## config.mk

```make
export PLATFORM = sky130hd
export DESIGN_NAME = plru_way_select
export DESIGN_NICKNAME = d
export VERILOG_FILES = /design/src/rtl/plru_way_select.sv
export SDC_FILE = /design/constraint.sdc
export NUM_CORES = 1
export LEC_CHECK = 0
export CAP_MARGIN = 40
export CORE_ASPECT_RATIO = 1.1
export CORE_MARGIN = 2
export CORE_UTILIZATION = 44
export CTS_BUF_LIST = sky130_fd_sc_hd__clkbuf_2
export CTS_CLUSTER_DIAMETER = 150
export DETAILED_ROUTE_END_ITERATION = 10
export PLACE_DENSITY = 0.7
export SKIP_LAST_GASP = 1
export SLEW_MARGIN = 20
export SYNTH_ARGS = -nofsm -noshare
export SYNTH_HDL_FRONTEND = slang
export SYNTH_SLANG_ARGS = --single-unit
```

## constraint.sdc

```tcl
create_clock -name clk -period 4.35 [get_ports clk]
set_input_delay 0.6525 -clock clk [delete_from_list [all_inputs] [get_ports clk]]
set_output_delay 0.6525 -clock clk [all_outputs]
set_load 0.05 [all_outputs]
```

## src/rtl/plru_way_select.sv

```systemverilog
// Way selection for a set-associative lookup: tag hit, else first free way, else tree-PLRU victim.
// One-cycle registered result with a valid/ready output stage; per-set PLRU bits updated on every accept.
module plru_way_select #(
    parameter int WAYS  = 8,
    parameter int SETS  = 16,
    parameter int TAG_W = 12
) (
    input  logic                     clk,
    input  logic                     reset,
    input  logic                     req_valid,
    output logic                     req_ready,
    input  logic [$clog2(SETS)-1:0]  req_set,
    input  logic [TAG_W-1:0]         req_tag,
    input  logic [WAYS*TAG_W-1:0]    way_tags,
    input  logic [WAYS-1:0]          way_valid,
    output logic                     out_valid,
    input  logic                     out_ready,
    output logic [WAYS-1:0]          out_way,
    output logic                     out_hit,
    output logic                     out_multi,
    output logic [$clog2(SETS)-1:0]  out_set
);

    localparam int LW = $clog2(WAYS);
    // Index width for the WAYS-1 tree nodes of one set.
    localparam int NW = (WAYS > 2) ? $clog2(WAYS - 1) : 1;

    logic [WAYS-2:0] plru_q [SETS];
    logic [WAYS-2:0] plru_row;
    logic [WAYS-2:0] plru_row_next;

    logic [WAYS-1:0] match;
    logic [LW-1:0]   hit_idx;
    logic [LW-1:0]   inv_idx;
    logic [LW-1:0]   victim_idx;
    logic [LW-1:0]   sel_idx;
    logic            any_hit;
    logic            any_inv;
    logic            multi;
    logic            accept;

    assign req_ready = !out_valid || out_ready;
    assign accept    = req_valid && req_ready;
    assign plru_row  = plru_q[req_set];

    always_comb begin
        for (int i = 0; i < WAYS; i++) begin
            match[i] = way_valid[i] && (way_tags[i*TAG_W +: TAG_W] == req_tag);
        end
    end

    // Scanning downwards lets the lowest index win without a separate priority encoder.
    always_comb begin
        hit_idx = '0;
        inv_idx = '0;
        any_hit = 1'b0;
        any_inv = 1'b0;
        for (int i = WAYS - 1; i >= 0; i--) begin
            if (match[i]) begin
                hit_idx = LW'(i);
                any_hit = 1'b1;
            end
            if (!way_valid[i]) begin
                inv_idx = LW'(i);
                any_inv = 1'b1;
            end
        end
        multi = ($countones(match) >= 2);
    end

    always_comb begin
        int node;
        node = 0;
        for (int lvl = 0; lvl < LW; lvl++) begin
            node = 2 * node + 1 + int'(plru_row[NW'(node)]);
        end
        victim_idx = LW'(node - (WAYS - 1));
    end

    always_comb begin
        if (any_hit) begin
            sel_idx = hit_idx;
        end else if (any_inv) begin
            sel_idx = inv_idx;
        end else begin
            sel_idx = victim_idx;
        end
    end

    // Each node on the selected way's path is pointed at the opposite subtree.
    always_comb begin
        int  node;
        logic dir;
        plru_row_next = plru_row;
        node = 0;
        for (int lvl = 0; lvl < LW; lvl++) begin
            dir = sel_idx[LW-1-lvl];
            plru_row_next[NW'(node)] = !dir;
            node = 2 * node + 1 + int'(dir);
        end
    end

    // NOTE: the PLRU array is reset as a whole so replacement order is deterministic after reset;
    // this forces flops rather than a RAM, which is acceptable at these sizes.
    always_ff @(posedge clk or posedge reset) begin
        if (reset) begin
            for (int s = 0; s < SETS; s++) begin
                plru_q[s] <= '0;
            end
        end else if (accept) begin
            plru_q[req_set] <= plru_row_next;
        end
    end

    always_ff @(posedge clk or posedge reset) begin
        if (reset) begin
            out_valid <= 1'b0;
            out_way   <= '0;
            out_hit   <= 1'b0;
            out_multi <= 1'b0;
            out_set   <= '0;
        end else if (accept) begin
            out_valid <= 1'b1;
            out_way   <= {{(WAYS-1){1'b0}}, 1'b1} << sel_idx;
            out_hit   <= any_hit;
            out_multi <= multi;
            out_set   <= req_set;
        end else if (out_ready) begin
            out_valid <= 1'b0;
        end
    end

endmodule

```

### Word level (Yosys, flattened, before mapping)

Cells that the tools add are included.

| storage, ports and cells | value |
|---|---|
| input port bits | 124 |
| logic and storage cells | 128 |
| bits in registers | 127 |
| output and inout port bits | 16 |

| operators by class | value |
|---|---|
| eq/ne operators | 8 |
| shift-type cells | 1 |
| add/sub/neg operators | 16 |
| bitwise gates (word level) | 1 |
| magnitude comparators | 9 |
| reductions and logical operators | 18 |
| muxes and demuxes | 54 |

Operator list:

| cell | number |
|---|---|
| 112-bit bitwise mux | 1 |
| 12-bit == test | 8 |
| 3-bit 2-to-1 mux | 18 |
| 7-bit binary-select mux with 4-bit select | 1 |
| 7-bit demux with 4-bit select | 1 |
| 1-bit 2-to-1 mux | 24 |
| 7-bit 2-to-1 mux | 3 |
| 7-bit bitwise mux | 2 |
| 1-bit logical AND | 12 |
| 3-bit by 5-bit < comparator with 1-bit output, second input constant | 2 |
| 3-bit by 1-bit adder with 3-bit output | 3 |
| 3-bit by 1-bit adder with 3-bit output, second input constant | 3 |
| 1-bit by 1-bit adder with 2-bit output | 4 |
| 2-bit by 4-bit < comparator with 1-bit output, second input constant | 2 |
| 1-bit by 3-bit << shifter with 8-bit output, first input constant | 1 |
| 2-bit by 2-bit adder with 3-bit output | 2 |
| 1-bit binary-select mux with 3-bit select | 2 |
| 1-bit demux with 3-bit select | 2 |
| 5-bit >= comparator, second input constant | 1 |
| 5-bit by 1-bit < comparator with 1-bit output, second input constant | 1 |
| 4-bit NOT with 5-bit output | 1 |
| 1-bit by 1-bit adder with 2-bit output, first input constant | 2 |
| 3-bit by 3-bit adder with 4-bit output | 1 |
| 4-bit by 2-bit >= comparator with 1-bit output, second input constant | 1 |
| other kinds (6) | 9 |

### Depth between registers and ports, before layout

Gate-level depths: netlist (run 1).

| logic depth | value |
|---|---|
| depth after elaboration | 25 |
| mapped depth | 14 |
| gate-level depth less buffers | 13 |

### Worst setup path after synthesis (run 1)

OpenSTA, ideal clock, no wires.

| timing | value |
|---|---|
| kind | input port to flip-flop |
| from | input req_tag[7] |
| to | register out_multi |
| arrival | 3.903 ns |
| data required time | 4.273 ns |
| setup time | 0.077 ns |
| cell stages on the path | 13 |
| setup slack | 0.370 ns |
| path through | buf_2 -> xnor2_1 -> nand4_1 -> nor4_1 -> fa_1 -> inv_1 -> fa_1 -> inv_1 -> fa_1 -> ha_1 -> fa_1 -> nor2_1 -> a21oi_1 |

| between the ends | value |
|---|---|
| cells in the longest elaborated chain, start to end | 6 |
| elaborated cells on any way between the ends | 24 |

RTL lines:

| what | line | source |
|---|---|---|
| from (decl) | 13 | `input logic [TAG_W-1:0] req_tag,` |
| 12-bit == test | 48 | `match[i] = way_valid[i] && (way_tags[i*TAG_W +: TAG_W] == req_tag);` |
| 1-bit logical AND | 48 |  |
| 1-bit by 1-bit adder with 2-bit output (implied by the code) | 68 | `multi = ($countones(match) >= 2);` |
| 2-bit by 2-bit adder with 3-bit output (implied by the code) | 68 |  |
| 3-bit by 3-bit adder with 4-bit output (implied by the code) (*) | 68 |  |
| 4-bit by 2-bit >= comparator with 1-bit output (*) | 68 |  |
| to (signal assigned) | 126 | `out_multi <= multi;` |
| to (decl) | 20 | `output logic out_multi,` |

Every way passes the cells marked *; elsewhere a longest branch is shown, timed or not.
A chain may end at the register's enable or synchronous reset.

### Worst setup path in the final report (run 1)

| timing | value |
|---|---|
| from | input req_tag[1] |
| to | register out_multi |

Same word-level chain as after synthesis.

==> flow_summary.toml, run 1 <==
[setup_path]
start_kind = "input pin"
max_stage_delay_ns = 0.72
critPathMostFrequentCell = "fa_1"
critical_path_class = "in -> reg"
cp_cell_sequence = "clkdlybuf4s50_1 -> buf_4 -> xnor2_1 -> nand4_1 -> nor4_1 -> buf_4 -> inv_1 -> fa_1 -> inv_1 -> fa_1 -> ha_1 -> fa_1 -> nor2_1 -> a21oi_1"
worstReg2RegStart = "plru_q[14]$_DFFE_PP0P_"
cp_max_fo = 5
worstPathArrival_ns = 4.57
reg2reg_slack_ns = 1.10
critPathCapture = "out_multi$_DFFE_PP0P_"
r2r-end = "plru_q[78]$_DFFE_PP0P_"
r2r_cells = 8
critPathSlowestCell = "clkdlybuf4s50_1"
startpoint = "req_tag[1]"
required_ns = 4.97
worst_setup_path_end_kind = "flop"

[sta]
worstMarginPinSlew_ns = 0.732
post-route-min-period_ns = 3.95
finalSetupViolCount = 0
slew_headroom = 0.512
holdWs_ns = 0.345
fin_tns_setup_ns = 0
hold_viol_final = 0
fmax_ghz = 0.253
fin_crit_sh = 0.908
rsz0062_at_grt = "no"
slew_viol_final = 0
skew_ns = 0.0331

[cts]
clk_path_buf_depth = 2
numCtsBuffers = 17
clk_pin_slew_ns = 0.21
htree_levels = 4
cts_tree = "built"
clock_sinks = 127
clk_latency_ns = 0.69
cts_resized = 0
cts_setup_buffers = 0
cts-root-buf = "clkbuf_2"
postCtsHoldBufs = 0

[floorplan]
start_util = 0.445
io_pins = 140
dieArea_sq_mm = 0.0168
floorplan.core_area_sq_mm = 0.0156
die_h_microns = 136
die_width_microns = 124
core.rowCount = 48

[global_routing]
grt_max_degree = 82
grtUsageTotal = 0.233
grt_pass1_vias = 5412
antenna_found_initial = 4
grt.overflow.total = 0
grt_pass1_wl_microns = 28900

[yosys]
synth_area_leader_cell = "dfrtp_1"
yosysWarnings = 0
ys_top_cells_by_area = "dfrtp_1 (46%), xnor2_1 (12%), mux2_2 (8.1%)"
synth_fp_nets = 731
synthCells = 600
synth_edf_count = 0
synth.ff_latch_count = 127
yosys_most_used_dff = "dfrtp_1"
avgSynthCellArea_sq_um = 11.5
netlist.area_leader.share = 0.459
synth_area_sq_mm = 0.00692
synthDistinctLibCells = 53
synth.yosys.seq_area_share = 0.459
async_flop_share = 1.00

[finish]
multiInputGateArea_sq_mm = 0.00336
nFillCells = 1299
regArea_sq_mm = 0.00318
fin_cells = 940
fin_nets = 857
drive_gt1_frac = 0.207
layout_commonest_cell = "clkdlybuf4s50_1"
most-common-layout-cells = "clkdlybuf4s50_1 (138), dfrtp_1 (127), xnor2_1 (95)"
area_delta_synth_final_pct = 28.0

[place]
gp_congestion = 0.874
place_hpwl_microns = 14600
dp_cells = 907
io_buffers = 139

[drt]
wl_microns = 19000
wl_per_cell_microns = 20.2
drcViolationCount = 0
drtIter0Drc = 328
vias = 5089
firstDrtPassIters = 5
vias_per_cell = 5.41
drtAntennaViolNets = 0

[pwr]
p_leak_nw = 3.73
vdd_drop_max_v = 0.000353
powerDensity_mw_per_mm2 = 327

[run]
maxCapViolCount = 0

[worst_hold_path]
hold_class = "in -> async"

[outcome]
outcome = "completed"
[flip-flops by register name, summed over array words and instances (netlist names)]
| signal | cells |
|---|---|
| out_hit | 1 |
| out_multi | 1 |
| out_way | 8 |
| plru_q | 112 |
| out_valid | 1 |
| out_set | 4 |
[metal layers]
metal	vias up	track usage	wire (microns)
met3	41	0.0783	1620
met2	200	0.402	9330
met5	-	0	34
met1	2500	0.263	7400
li1	2342	-	-
met4	6	0.0922	596
[synthesized netlist by cell type (6+ instances only)]
cell type  count
nand2_1       62
nor4_1         7
nor2_1        12
clkbuf_1      57
a22oi_1       10
mux2_2        50
dfrtp_1      127
nand3_1       17
buf_2         18
mux4_2        12
inv_1          9
xnor2_1       95
nand4_1       19
a21oi_1        6
mux4_1        16
o21ai_0       21
[critical path: cells and delay by family]
family	cells	cell delay, ns
buf+inv	5	1.29
xor+xnor	1	0.11
simple gates	3	0.64
fa+ha+maj	4	1.68
compound gates	1	0.19
[through the flow]
stage / power, W / area (sq um) / worst slack, ns / utilization
after floorplan: 0.00184 / 6920 / 0.313 / -
after global placement: 0.00209 / 8590 / -0.316 / 0.552
after detailed placement: 0.00213 / 8590 / -0.325 / 0.552
after CTS: 0.00293 / 8860 / 0.414 / 0.569
after global routing: 0.00305 / 8860 / 0.264 / 0.569
final: 0.00290 / 8860 / 0.399 / 0.570
[cell type report]
class	instances	area share
tap	200	0.0282
timing repair buffer	186	0.199
sequential	127	0.359
inverter	9	0.00409
antenna	1	0.000282
clock inverter	15	0.0209
clock buffer	17	0.00960
multi-input combinational	385	0.379
[where the power goes]
group          internal (W)  switching [W]  total (W)
Combinational      0.000390       0.000318   0.000708
Sequential          0.00132      0.0000696    0.00139
Clock              0.000329       0.000469   0.000798
Total               0.00204       0.000857    0.00290
[kinds of logic after synthesis]
| logic type | share of synthesized area |
|---|---|
| DFF | 0.459 |
| AOI/OAI and AO/OA | 0.0629 |
| buffers and inverters | 0.0558 |
| and+or+nand+nor | 0.0978 |
| xor gates and xnor gates | 0.121 |
| adders and majority gates | 0.0170 |
| muxes | 0.186 |
[worst min path at each step]
stage / startpoint / endpoint / slack (ns) / depth (start not counted)
after floorplan: plru_q[19]$_DFFE_PP0P_ / plru_q[19]$_DFFE_PP0P_ / 0.42 / 1
after global placement: plru_q[19]$_DFFE_PP0P_ / plru_q[19]$_DFFE_PP0P_ / 0.36 / 0
after detailed placement: plru_q[20]$_DFFE_PP0P_ / plru_q[20]$_DFFE_PP0P_ / 0.36 / 0
after CTS: reset / plru_q[60]$_DFFE_PP0P_ / 0.31 / 2
after global routing: reset / plru_q[81]$_DFFE_PP0P_ / 0.32 / 2
final: reset / plru_q[47]$_DFFE_PP0P_ / 0.35 / 2
(Power assumes the default switching activity.)
==> run 2: changes to the inputs <==
--- a/config.mk
+++ b/config.mk
@@ -8,11 +8,11 @@
 export CAP_MARGIN = 40
 export CORE_ASPECT_RATIO = 1.1
 export CORE_MARGIN = 2
-export CORE_UTILIZATION = 44
+export CORE_UTILIZATION = 54
 export CTS_BUF_LIST = sky130_fd_sc_hd__clkbuf_2
 export CTS_CLUSTER_DIAMETER = 150
 export DETAILED_ROUTE_END_ITERATION = 10
-export PLACE_DENSITY = 0.7
+export PLACE_DENSITY = 0.83
 export SKIP_LAST_GASP = 1
 export SLEW_MARGIN = 20
 export SYNTH_ARGS = -nofsm -noshare
==> run 2 against run 1 <==
Sequential cell count unchanged; sequential share of layout area up 0.43 points; combinational power up 2%; register-to-register slack about the same.
==> flow_summary.toml, run 2 (synthesis results as in run 1) <==
[outcome]
outcome = "completed"

[drt]
wl_microns = 18800
vias = 5071
wl_per_cell_microns = 20.9
drtAntennaViolNets = 0
drcViolationCount = 0
drtIter0Drc = 372
firstDrtPassIters = 8
vias_per_cell = 5.65

[finish]
fin_cells = 897
regMostFlops = "plru_q"
most-common-layout-cells = "clkdlybuf4s50_1 (138), dfrtp_1 (127), xnor2_1 (95)"
area_delta_synth_final_pct = 26.5
nFillCells = 934
layout_commonest_cell = "clkdlybuf4s50_1"
drive_gt1_frac = 0.204
design_area_sq_mm = 0.00876
top_regs = "plru_q (112), out_way (8), out_set (4)"
multiInputGateArea_sq_mm = 0.00336
regArea_sq_mm = 0.00318
fin_nets = 864
largest_register_ff_count = 112
utilization = 0.696

[floorplan]
die_width_microns = 112
core.rowCount = 43
die_h_microns = 123
io_pins = 140
dieArea_sq_mm = 0.0137
start_util = 0.550
floorplan.core_area_sq_mm = 0.0126

[sta]
fmax_ghz = 0.251
skew_ns = 0.0276
finalSetupViolCount = 0
slew_viol_final = 0
fin_tns_setup_ns = 0
worstMarginPinSlew_ns = 0.702
hold_viol_final = 0
post-route-min-period_ns = 3.98
rsz0062_at_grt = "no"
slew_headroom = 0.532
fin_crit_sh = 0.916

[pwr]
combPwrFrac = 0.271
p_leak_nw = 3.73
power_w = 0.00267
powerDensity_mw_per_mm2 = 305
p_clk_frac = 0.205
vdd_drop_max_v = 0.000267
pwr-share-seq = 0.524
swShare = 0.285
p_sw_w = 0.000760
p_int_w = 0.00191

[cts]
cts_resized = 0
clock_sinks = 127
cts-root-buf = "clkbuf_2"
numCtsBuffers = 17
cts_tree = "built"
clk_path_buf_depth = 2
postCtsHoldBufs = 0
clk_latency_ns = 0.66
cts_setup_buffers = 0
clk_pin_slew_ns = 0.16
htree_levels = 4

[place]
io_buffers = 139
gp_congestion = 0.930
place_area_sq_mm = 0.00861
place_hpwl_microns = 14500
dp_cells = 871

[setup_path]
r2r_cells = 9
r2r-end = "plru_q[64]$_DFFE_PP0P_"
worstPathArrival_ns = 4.57
start_kind = "input pin"
critical_path_class = "in -> reg"
worst_setup_path_end_kind = "flop"
reg2reg_slack_ns = 1.09
required_ns = 4.94
cp_max_fo = 4
worstReg2RegStart = "plru_q[14]$_DFFE_PP0P_"

[run]
maxCapViolCount = 0

[worst_hold_path]
hold_class = "in -> async"

[global_routing]
grt_max_degree = 62
grtUsageTotal = 0.289
grt_pass1_vias = 5493
grt.overflow.total = 0
antenna_found_initial = 2
grt_pass1_wl_microns = 30200
==> run 2: cell types whose count changed in the layout (fill, tap and decap cells not counted), sizes merged <==
cell | previous run | this run
inv | 13 | 9
clkbuf | 17 | 20
clkinv | 6 | 4
bufinv | 3 | 1
clkinvlp | 2 | 0
buf | 48 | 55
==> run 2: cell type report <==
| cell class | count | area share |
|---|---|---|
| timing repair buffer | 193 | 0.210 |
| tap | 157 | 0.0224 |
| clock buffer | 20 | 0.0114 |
| clock inverter | 5 | 0.00543 |
| multi-input combinational | 385 | 0.384 |
| inverter | 9 | 0.00414 |
| antenna | 1 | 0.000286 |
| sequential | 127 | 0.363 |
==> run 2: worst max-delay path by stage <==
stage / start / to / slack [ns] / cells past startpoint
after detailed placement: req_tag[0] / out_multi$_DFFE_PP0P_ / -0.27 / 14
after global routing: req_tag[0] / out_multi$_DFFE_PP0P_ / 0.24 / 15
after floorplan: reset / out_hit$_DFFE_PP0P_ / 0.31 / 1
after CTS: req_tag[0] / out_multi$_DFFE_PP0P_ / 0.40 / 14
final: req_tag[0] / out_multi$_DFFE_PP0P_ / 0.37 / 14
after global placement: req_tag[0] / out_multi$_DFFE_PP0P_ / -0.19 / 14
==> run 2: per-layer routing <==
| metal | routed length (microns) | GRT usage | part of all wire | vias to the layer above |
|---|---|---|---|---|
| li1 | - | - | - | 2362 |
| met1 | 7760 | 0.365 | 0.41 | 2470 |
| met2 | 9430 | 0.498 | 0.50 | 213 |
| met3 | 1250 | 0.0775 | 0.067 | 24 |
| met4 | 291 | 0.0800 | 0.016 | 2 |
| met5 | 13 | 0 | 0.00069 | - |
==> run 2: stage by stage <==
step           hold slack (ns)  worst slack (ns)
3_5_place_dp             0.361            -0.266
2_1_floorplan            0.421             0.313
3_3_place_gp             0.357            -0.193
5_1_grt                  0.194             0.243
4_1_cts                  0.218             0.399
6_report                 0.261             0.366
==> run 2: critical path: stages <==
cell and delay, ns:
clkdlybuf4s50_1 0.69, xnor2_1 0.17, nand3_1 0.09, nor4_1 0.41
buf_4 0.20, fa_1 0.41, inv_1 0.08, fa_1 0.42
inv_1 0.08, fa_1 0.42, ha_1 0.23, fa_1 0.49
nor2_1 0.05, a21oi_1 0.18
==> run 2: power by group through the flow <==
stage	clock (W)	combinational, W	sequential (W)
4_1_cts	0.000564	0.000726	0.00140
2_1_floorplan	0	0.000403	0.00144
5_1_grt	0.000612	0.000777	0.00141
3_3_place_gp	0	0.000697	0.00140
3_5_place_dp	0	0.000722	0.00142
6_report	0.000549	0.000723	0.00140
